## src/rtl/branch_resolve_ctrl.sv

```systemverilog
// Branch/jump resolution controller for the ID stage of the RV32I pipeline.
// It sequences the shared comparator, stalls ID until the operands are ready,
// and raises a one-cycle redirect/flush (or misaligned-target) pulse for taken
// control transfers. Static predict-not-taken. Also keeps branch/taken counters.
//
//   state  | meaning
//   -------+-----------------------------------------------------------
//   S_IDLE | no control transfer in flight; accept a new one from ID
//   S_WAIT | control transfer in ID, operands not ready yet (stall)
//   S_CMP  | operands captured; comparator active, outcome resolved
module branch_resolve_ctrl #(
    parameter int CNT_W = 32
) (
    input  logic             clk,
    input  logic             rst_n,
    input  logic             id_valid,
    input  logic             id_is_branch,
    input  logic             id_is_jal,
    input  logic             id_is_jalr,
    input  logic [2:0]       id_funct3,
    input  logic [31:0]      id_pc,
    input  logic [31:0]      id_imm,
    input  logic [31:0]      rs1_data,
    input  logic [31:0]      rs2_data,
    input  logic             rs1_ready,
    input  logic             rs2_ready,
    input  logic             flush_in,
    output logic [31:0]      cmp_a,
    output logic [31:0]      cmp_b,
    output logic [2:0]       cmp_ctrl,
    input  logic             cmp_c,
    output logic             stall_id,
    output logic             redirect_valid,
    output logic [31:0]      redirect_pc,
    output logic             flush_fetch,
    output logic             exc_misalign,
    output logic [CNT_W-1:0] br_cnt,
    output logic [CNT_W-1:0] taken_cnt
);

    typedef enum logic [1:0] {
        S_IDLE = 2'd0,
        S_WAIT = 2'd1,
        S_CMP  = 2'd2
    } state_t;

    state_t           state_q, state_d;

    logic             op_br_q, op_jal_q, op_jalr_q;
    logic [2:0]       f3_q;
    logic [31:0]      pc_q, imm_q, rs1_q, rs2_q;

    logic             rv_q, rv_d;
    logic             exc_q, exc_d;
    logic [31:0]      rpc_q, rpc_d;
    logic [CNT_W-1:0] br_q, br_d;
    logic [CNT_W-1:0] tk_q, tk_d;

    logic             is_ctl;
    logic             need_ok;
    logic             capture;
    logic             stall;
    logic [2:0]       ctrl_dec;
    logic             taken;
    logic [31:0]      target;

    // Map branch funct3 onto the comparator opcode; reserved encodings give "none".
    function automatic logic [2:0] f3_to_ctrl(input logic [2:0] f3);
        case (f3)
            3'b000:  return 3'b001;   // BEQ
            3'b001:  return 3'b010;   // BNE
            3'b100:  return 3'b011;   // BLT
            3'b101:  return 3'b101;   // BGE
            3'b110:  return 3'b100;   // BLTU
            3'b111:  return 3'b110;   // BGEU
            default: return 3'b000;
        endcase
    endfunction

    // Qualify the ID instruction and check operand readiness for its type.
    always_comb begin
        is_ctl  = id_valid & (id_is_branch | id_is_jal | id_is_jalr) & ~rv_q & ~flush_in;
        need_ok = (~id_is_branch | (rs1_ready & rs2_ready)) & (~id_is_jalr | rs1_ready);
    end

    // Resolve the captured operation: comparator op, taken decision and target.
    always_comb begin
        ctrl_dec = op_br_q ? f3_to_ctrl(f3_q) : 3'b000;
        // A "none" comparator op must never take a branch, whatever cmp_c says.
        taken    = op_jal_q | op_jalr_q | (op_br_q & cmp_c & (ctrl_dec != 3'b000));
        target   = op_jalr_q ? ((rs1_q + imm_q) & 32'hFFFF_FFFE) : (pc_q + imm_q);
    end

    // Next-state, stall, comparator control and registered-output updates.
    always_comb begin
        state_d  = state_q;
        capture  = 1'b0;
        stall    = 1'b0;
        cmp_ctrl = 3'b000;
        rv_d     = 1'b0;
        exc_d    = 1'b0;
        rpc_d    = rpc_q;
        br_d     = br_q;
        tk_d     = tk_q;
        case (state_q)
            S_IDLE: begin
                if (is_ctl) begin
                    stall = 1'b1;
                    if (need_ok) begin
                        capture = 1'b1;
                        state_d = S_CMP;
                    end else begin
                        state_d = S_WAIT;
                    end
                end
            end
            S_WAIT: begin
                if (flush_in) begin
                    state_d = S_IDLE;
                end else begin
                    stall = 1'b1;
                    if (need_ok) begin
                        capture = 1'b1;
                        state_d = S_CMP;
                    end
                end
            end
            S_CMP: begin
                cmp_ctrl = ctrl_dec;
                state_d  = S_IDLE;
                // A trap flush kills the op: no pulse, no statistics.
                if (!flush_in) begin
                    br_d = br_q + CNT_W'(1);
                    if (taken) begin
                        tk_d = tk_q + CNT_W'(1);
                        if (target[1]) begin
                            exc_d = 1'b1;
                        end else begin
                            rv_d  = 1'b1;
                            rpc_d = target;
                        end
                    end
                end
            end
            default: state_d = S_IDLE;
        endcase
    end

    // State, pulse outputs, redirect target and statistics counters.
    always_ff @(posedge clk or negedge rst_n) begin
        if (!rst_n) begin
            state_q <= S_IDLE;
            rv_q    <= 1'b0;
            exc_q   <= 1'b0;
            rpc_q   <= 32'h0;
            br_q    <= '0;
            tk_q    <= '0;
        end else begin
            state_q <= state_d;
            rv_q    <= rv_d;
            exc_q   <= exc_d;
            rpc_q   <= rpc_d;
            br_q    <= br_d;
            tk_q    <= tk_d;
        end
    end

    // Operand capture; rs*_data is sampled only on the capture cycle.
    always_ff @(posedge clk or negedge rst_n) begin
        if (!rst_n) begin
            op_br_q   <= 1'b0;
            op_jal_q  <= 1'b0;
            op_jalr_q <= 1'b0;
            f3_q      <= 3'b000;
            pc_q      <= 32'h0;
            imm_q     <= 32'h0;
            rs1_q     <= 32'h0;
            rs2_q     <= 32'h0;
        end else if (capture) begin
            op_br_q   <= id_is_branch;
            op_jal_q  <= id_is_jal;
            op_jalr_q <= id_is_jalr;
            f3_q      <= id_funct3;
            pc_q      <= id_pc;
            imm_q     <= id_imm;
            rs1_q     <= rs1_data;
            rs2_q     <= rs2_data;
        end
    end

    // Stall is combinational from state; hold it low while reset is asserted.
    assign stall_id       = stall & rst_n;
    assign cmp_a          = rs1_q;
    assign cmp_b          = rs2_q;
    assign redirect_valid = rv_q;
    assign flush_fetch    = rv_q;
    assign redirect_pc    = rpc_q;
    assign exc_misalign   = exc_q;
    assign br_cnt         = br_q;
    assign taken_cnt      = tk_q;

endmodule

```

## config.mk

```make
export PLATFORM = sky130hd
export DESIGN_NAME = branch_resolve_ctrl
export DESIGN_NICKNAME = d
export VERILOG_FILES = /design/src/rtl/branch_resolve_ctrl.sv
export SDC_FILE = /design/constraint.sdc
export NUM_CORES = 1
export LEC_CHECK = 0
export CAP_MARGIN = 10
export CORE_MARGIN = 1
export CORE_UTILIZATION = 38
export CTS_BUF_LIST = sky130_fd_sc_hd__clkbuf_4 sky130_fd_sc_hd__clkbuf_8
export DETAILED_ROUTE_END_ITERATION = 6
export PLACE_DENSITY = 0.7
export SLEW_MARGIN = 40
export SYNTH_ARGS = -nofsm -noshare
export SYNTH_HDL_FRONTEND = slang
export SYNTH_SLANG_ARGS = --single-unit
```

## constraint.sdc

```tcl
create_clock -name clk -period 4.9 [get_ports clk]
set_input_delay 1.225 -clock clk [delete_from_list [all_inputs] [get_ports clk]]
set_output_delay 1.225 -clock clk [all_outputs]
set_load 0.005 [all_outputs]
```

Word level (Yosys, flattened, before mapping)
Cells that the tools add are included.
{"block": "word_totals", "regBits": 233, "out_inout_bits": 167, "word_cells": 77}
{"block": "op_classes", "n_addsub": 4, "n_eq_ne": 9, "mux": 24, "bitwise_logic": 19, "n_reduce_logical": 7}
{"cell": "$add A32 B1 Y32 const B", "count": 2}
{"cell": "$add A32 B32 Y32", "count": 2}
{"cell": "$mux W32", "count": 1}
{"cell": "$pmux W3 S6", "count": 1}
{"cell": "$mux W1", "count": 13}
{"cell": "$eq A3 B3 Y1 const B", "count": 4}
{"cell": "$and A1 B1 Y1", "count": 8}
{"cell": "$mux W2", "count": 4}
{"cell": "$mux W3", "count": 2}
{"cell": "$or A1 B1 Y1", "count": 6}
{"cell": "$not A1 Y1", "count": 5}
{"cell": "$pmux W1 S2", "count": 2}
{"cell": "$pmux W2 S2", "count": 1}
{"cell": "$reduce_and A2 Y1", "count": 2}
{"cell": "$reduce_and A4 Y1", "count": 1}
{"cell": "$eq A3 B1 Y1 const B", "count": 1}
{"cell": "$logic_not A3 Y1", "count": 1}
{"cell": "$ne A3 B3 Y1 const B", "count": 1}
{"cell": "$reduce_and A3 Y1", "count": 1}
{"cell": "$reduce_bool A3 Y1", "count": 1}
{"cell": "$eq A2 B1 Y1 const B", "count": 1}
{"cell": "$eq A2 B2 Y1 const B", "count": 1}
{"cell": "$logic_not A2 Y1", "count": 1}
{"cell": "$ne A2 B2 Y1 const B", "count": 1}

Logic depth before layout (Yosys ltp)
{"block": "depth", "word_depth": 9, "ltp_mapped": 11, "depth_no_buf": 11}

Worst setup path after synthesis
OpenSTA, ideal clock, no wires.
{"block": "synth_path", "path_kind": "input -> register", "startpoint": "input port flush_in", "endpoint": "register br_q[25] (netlist: br_cnt[25])", "arrival_time_ps": 2911, "slack_ps": 1866, "cell_stages": 9, "n_path_buf": 1, "cell_sequence": "nor3b_2 and4_1 and2_1 nand2b_1 nor3_1 and3_1 clkbuf_1 nand3_1 xnor2_1"}
{"block": "synth_between", "elab_chain_cells": 2}
{"item": "from (decl)", "line_no": "27", "text": "input logic flush_in,"}
{"item": "$not A1 Y1 (no source line)"}
{"item": "$reduce_and A2 Y1 (no source line)"}
{"item": "to (signal assigned)", "line_no": "163", "text": "br_q <= br_d;"}
{"item": "to (decl)", "line_no": "56", "text": "logic [CNT_W-1:0] br_q, br_d;"}
No other way between the ends.
A chain may end at the register's enable or synchronous reset.

Final worst setup path
{"block": "layout_path", "startpoint": "input port id_is_branch", "endpoint": "output port stall_id"}
{"block": "layout_between", "elab_chain_cells": 8}
{"item": "from (decl)", "line_no": "17", "text": "input logic id_is_branch,"}
{"item": "$or A1 B1 Y1 (2 in series)", "line_no": "82", "text": "is_ctl = id_valid & (id_is_branch | id_is_jal | id_is_jalr) & ~rv_q & ~flush_in;"}
{"item": "$and A1 B1 Y1 (3 in series)", "line_no": "82"}
{"item": "$mux W1", "line_no": "107", "text": "if (is_ctl) begin"}
{"item": "$pmux W1 S2", "line_no": "105", "text": "case (state_q)"}
{"item": "$and A1 B1 Y1", "line_no": "192", "text": "assign stall_id = stall & rst_n;"}
{"item": "to (decl)", "line_no": "32", "text": "output logic stall_id,"}
No other way between the ends.

==> flow_results.xml <==
<?xml version="1.0" encoding="UTF-8"?>
<metrics>
  <group name="clock_network">
    <metric name="ctsRootBufferMaster" unit="">sky130_fd_sc_hd__clkbuf_8</metric>
    <metric name="cts_resized" unit="">0</metric>
    <metric name="tritoncts.num_buffers" unit="">44</metric>
    <metric name="clk_path_buf_depth" unit="">3</metric>
    <metric name="post_cts_hold_buffer_count" unit="">0</metric>
    <metric name="cts.clk_slew.worst_paths" unit="ns">0.06</metric>
    <metric name="clock_tree_from_tritoncts" unit="">yes</metric>
    <metric name="cts.sink_count" unit="">233</metric>
    <metric name="count_of_h_tree_levels_built_during_cts" unit="">2</metric>
    <metric name="cts_setup_buffers" unit="">0</metric>
    <metric name="clk-insertion-delay-late" unit="ns">0.56</metric>
  </group>
  <group name="finish">
    <metric name="num-nets-final" unit="">1680</metric>
    <metric name="final_area" unit="µm²">17020</metric>
    <metric name="fraction_of_final_layout_cells_with_drive_strength_greater_than_1" unit="%">15.73</metric>
    <metric name="syn2layout_area_growth" unit="%">36.30</metric>
    <metric name="filler_free_cell_count_of_the_finished_design" unit="">1949</metric>
    <metric name="final.fill_count" unit="">2905</metric>
    <metric name="diodes" unit="">0</metric>
  </group>
  <group name="floorplanning">
    <metric name="chip_width" unit="µm">183.3</metric>
    <metric name="coreArea" unit="µm²">32450</metric>
    <metric name="fp.dieArea" unit="µm²">33600</metric>
    <metric name="top_level_ports" unit="">308</metric>
    <metric name="rows" unit="">66</metric>
    <metric name="die_h" unit="µm">183.3</metric>
    <metric name="floorplan.initialDensity" unit="%">38.48</metric>
  </group>
  <group name="routing">
    <metric name="detail_route.iter0.violations" unit="">502</metric>
    <metric name="first_pass_iteration_count_of_the_detailed_router" unit="">5</metric>
    <metric name="routed_wire_length_per_instance" unit="µm">17.65</metric>
    <metric name="via_count" unit="">10080</metric>
    <metric name="detail_route.wirelength" unit="mm">34.39</metric>
    <metric name="post_drt_via_cell_ratio" unit="">5.170</metric>
    <metric name="antenna_violation_net_count_after_detailed_routing" unit="">0</metric>
    <metric name="remaining_drc_errors" unit="">0</metric>
  </group>
  <group name="pwr">
    <metric name="leakage" unit="nW">7.363</metric>
    <metric name="finalPower" unit="mW">8.964</metric>
    <metric name="power-per-cell-area" unit="nW/µm²">526.6</metric>
    <metric name="ir_worst_vdd" unit="V">0.0003091</metric>
  </group>
  <group name="yosys">
    <metric name="synth.distinct_cells" unit="">68</metric>
    <metric name="synth_async_sr_flop_share" unit="%">100.0</metric>
    <metric name="syn_avg_cell_area" unit="µm²">10.79</metric>
    <metric name="synth_nets" unit="">1363</metric>
    <metric name="synthesis.instances" unit="">1157</metric>
    <metric name="synth_area_leaders" unit="">sky130_fd_sc_hd__dfrtp_1 47%, sky130_fd_sc_hd__mux2_2 12%, sky130_fd_sc_hd__ha_1 6.3%</metric>
    <metric name="post_synth_instance_area" unit="µm²">12490</metric>
    <metric name="postSynthRegisterBits" unit="">233</metric>
    <metric name="synth_most_common_cell" unit="">sky130_fd_sc_hd__dfrtp_1</metric>
    <metric name="synthFlopType" unit="">sky130_fd_sc_hd__dfrtp_1</metric>
    <metric name="synthDominantCellAreaShare" unit="%">46.68</metric>
    <metric name="synth.top_cells.by_count" unit="">233 x sky130_fd_sc_hd__dfrtp_1, 135 x sky130_fd_sc_hd__mux2_2, 104 x sky130_fd_sc_hd__nand2_1</metric>
    <metric name="synth.largest_area_cell" unit="">sky130_fd_sc_hd__dfrtp_1</metric>
    <metric name="synth-warning-count" unit="">0</metric>
    <metric name="synth.yosys.seq_area_share" unit="%">46.68</metric>
    <metric name="synth-edff-count" unit="">0</metric>
  </group>
  <group name="setup_path">
    <metric name="worstSetupEndpointType" unit="">primary output</metric>
    <metric name="timing.critical_path.from_type" unit="">primary input</metric>
    <metric name="worstPathMaxFanout" unit="">4</metric>
    <metric name="critical_path_arrival" unit="ns">2.92</metric>
    <metric name="timing_worst_setup_path_type" unit="">primary input to primary output</metric>
    <metric name="worstPathRequired" unit="ns">3.67</metric>
  </group>
  <group name="global_route">
    <metric name="grt_max_degree" unit="">157</metric>
    <metric name="number_of_antenna_violations_at_the_first_check_in_global_routing" unit="">0</metric>
    <metric name="grt_pass1_wl" unit="mm">55.06</metric>
    <metric name="track_usage" unit="%">20.65</metric>
    <metric name="number_of_global_route_vias_before_repair" unit="">10230</metric>
    <metric name="remaining_global_route_overflow" unit="">0</metric>
  </group>
  <group name="place">
    <metric name="placed_cell_area" unit="µm²">16020</metric>
    <metric name="hpwlAfterDp" unit="mm">25.49</metric>
    <metric name="buffer_ports.inserted" unit="">306</metric>
    <metric name="gp_routability_congestion" unit="">0.8720</metric>
    <metric name="placement.setup.worst_slack" unit="ns">0.7492</metric>
    <metric name="place.detailed.instances" unit="">1869</metric>
  </group>
  <group name="status">
    <metric name="status" unit="">completed</metric>
  </group>
  <group name="sta">
    <metric name="max_slew.worst_pin.slew" unit="ns">0.6603</metric>
    <metric name="worst_setup_skew_after_layout" unit="ns">0.02969</metric>
    <metric name="layout_setup_ws" unit="ns">0.7597</metric>
    <metric name="fin_crit" unit="ns">4.140</metric>
    <metric name="finalMaxSlewViolations" unit="">0</metric>
    <metric name="finalSetupViolations" unit="">0</metric>
    <metric name="timing.final.hold_violations" unit="">0</metric>
    <metric name="fin_crit_sh" unit="%">84.50</metric>
    <metric name="maxClockFrequency" unit="MHz">241.5</metric>
    <metric name="rsz0062_at_grt" unit="">no</metric>
    <metric name="slew_headroom" unit="%">55.58</metric>
    <metric name="setup-tns-final" unit="ns">0</metric>
  </group>
  <group name="job">
    <metric name="max_cap_viol_count" unit="">0</metric>
  </group>
  <group name="min_path">
    <metric name="holdCritPathClass" unit="">primary input to async pin</metric>
  </group>
</metrics>
-- routing by layer --
metal | up-vias | GRT usage [%] | part of all wire [%]
li1 | 4810 | - | -
met1 | 4855 | 26.77 | 43
met2 | 350 | 33.05 | 46
met3 | 61 | 5.838 | 7.7
met4 | 0 | 6.933 | 2.9
met5 | - | 0 | 0
-- cell usage in the layout, fill, tap and decap left out, types with 5 or more instances in the layout --
master | synthesis | routed
sky130_fd_sc_hd__nor2b_1 | 8 | 8
sky130_fd_sc_hd__inv_1 | 18 | 18
sky130_fd_sc_hd__o21ai_0 | 62 | 62
sky130_fd_sc_hd__nor3_1 | 9 | 9
sky130_fd_sc_hd__clkinv_2 | 0 | 8
sky130_fd_sc_hd__mux2_2 | 135 | 135
sky130_fd_sc_hd__xor2_1 | 42 | 42
sky130_fd_sc_hd__o21a_1 | 5 | 5
sky130_fd_sc_hd__a31oi_1 | 9 | 9
sky130_fd_sc_hd__clkbuf_8 | 0 | 60
sky130_fd_sc_hd__o211ai_1 | 9 | 9
sky130_fd_sc_hd__dfrtp_1 | 233 | 233
sky130_fd_sc_hd__clkdlybuf4s50_1 | 0 | 305
sky130_fd_sc_hd__mux2i_1 | 5 | 5
sky130_fd_sc_hd__buf_4 | 2 | 5
sky130_fd_sc_hd__xnor2_1 | 73 | 73
sky130_fd_sc_hd__nand3_1 | 38 | 38
sky130_fd_sc_hd__a21o_1 | 32 | 32
sky130_fd_sc_hd__o31ai_1 | 6 | 6
sky130_fd_sc_hd__nand2b_1 | 9 | 9
sky130_fd_sc_hd__clkbuf_4 | 0 | 8
sky130_fd_sc_hd__and2_1 | 5 | 5
sky130_fd_sc_hd__a211oi_1 | 12 | 12
sky130_fd_sc_hd__and3_1 | 17 | 17
sky130_fd_sc_hd__ha_1 | 63 | 63
sky130_fd_sc_hd__nor2_1 | 65 | 64
sky130_fd_sc_hd__a21oi_1 | 66 | 66
sky130_fd_sc_hd__nand2_1 | 104 | 104
sky130_fd_sc_hd__nand4_1 | 17 | 17
-- where the power goes --
| group | total, mW | internal, mW | switching (mW) |
|---|---|---|---|
| sequential | 2.79 | 2.39 | 0.398 |
| combinational | 4.12 | 2.05 | 2.08 |
| clock | 2.05 | 1.21 | 0.844 |
-- worst paths after layout --
| kind | from | end | slack (ns) | depth (start not counted) |
|---|---|---|---|---|
| setup / recovery | id_is_branch | stall_id | 0.76 | 6 |
| min in group clk | taken_cnt[31]$_DFFE_PN0P_ | taken_cnt[31]$_DFFE_PN0P_ | 0.47 | 1 |
| setup reg to reg | imm_q[0]$_DFFE_PN0P_ | redirect_pc[26]$_DFFE_PN0P_ | 1.50 | 10 |
| hold reg to reg | taken_cnt[31]$_DFFE_PN0P_ | taken_cnt[31]$_DFFE_PN0P_ | 0.47 | 1 |
| max in group asynchronous | rst_n | pc_q[6]$_DFFE_PN0P_ | 2.76 | 4 |
| hold / removal | rst_n | taken_cnt[28]$_DFFE_PN0P_ | 0.47 | 1 |
-- sequential cells by signal, summed over array words and instances, names as in the netlist --
signal,cells
br_cnt,32
op_jalr_q,1
redirect_pc,31
pc_q,32
state_q,2
exc_misalign,1
imm_q,32
op_jal_q,1
flush_fetch,1
taken_cnt,32
f3_q,3
cmp_a,32
cmp_b,32
op_br_q,1
-- layout make-up --
cell class	count	area (µm²)	share of cell area (%)
Clock buffer	68	885.9	5.204
Clock inverter	11	86.33	0.5072
Inverter	19	71.32	0.4190
Multi-Input combinational cell	861	6411	37.66
Sequential cell	233	5831	34.25
Tap cell	442	553.0	3.249
Timing Repair Buffer	315	3184	18.71
-- stage by stage --
step                      hold WS (ns)  utilization, %
after floorplan                 0.4647               -
after global placement          0.4609           49.36
after detailed placement        0.4651           49.37
after CTS                       0.4259           52.36
after global routing            0.4207           52.45
final                           0.4685           52.45
-- logic make-up after synthesis --
| kind of cell | after synthesis | synth area share (%) |
|---|---|---|
| compound gates | 246 | 12.82 |
| xor+xnor | 115 | 8.064 |
| fa+ha+maj | 65 | 6.632 |
| buf+inv | 63 | 2.053 |
| flops | 233 | 46.68 |
| mux | 140 | 12.57 |
| other cells | 1 | 0.03003 |
| simple gates | 294 | 11.14 |
-- worst max-delay path, cell delays in order --
cell and delay (ns):
sky130_fd_sc_hd__clkdlybuf4s50_1 0.47, sky130_fd_sc_hd__nor3_1 0.22, sky130_fd_sc_hd__nor3b_1 0.08, sky130_fd_sc_hd__o21ai_0 0.40, sky130_fd_sc_hd__nor2_1 0.07, sky130_fd_sc_hd__clkdlybuf4s50_1 0.45
Note: power is estimated with default switching activity, not from simulation.
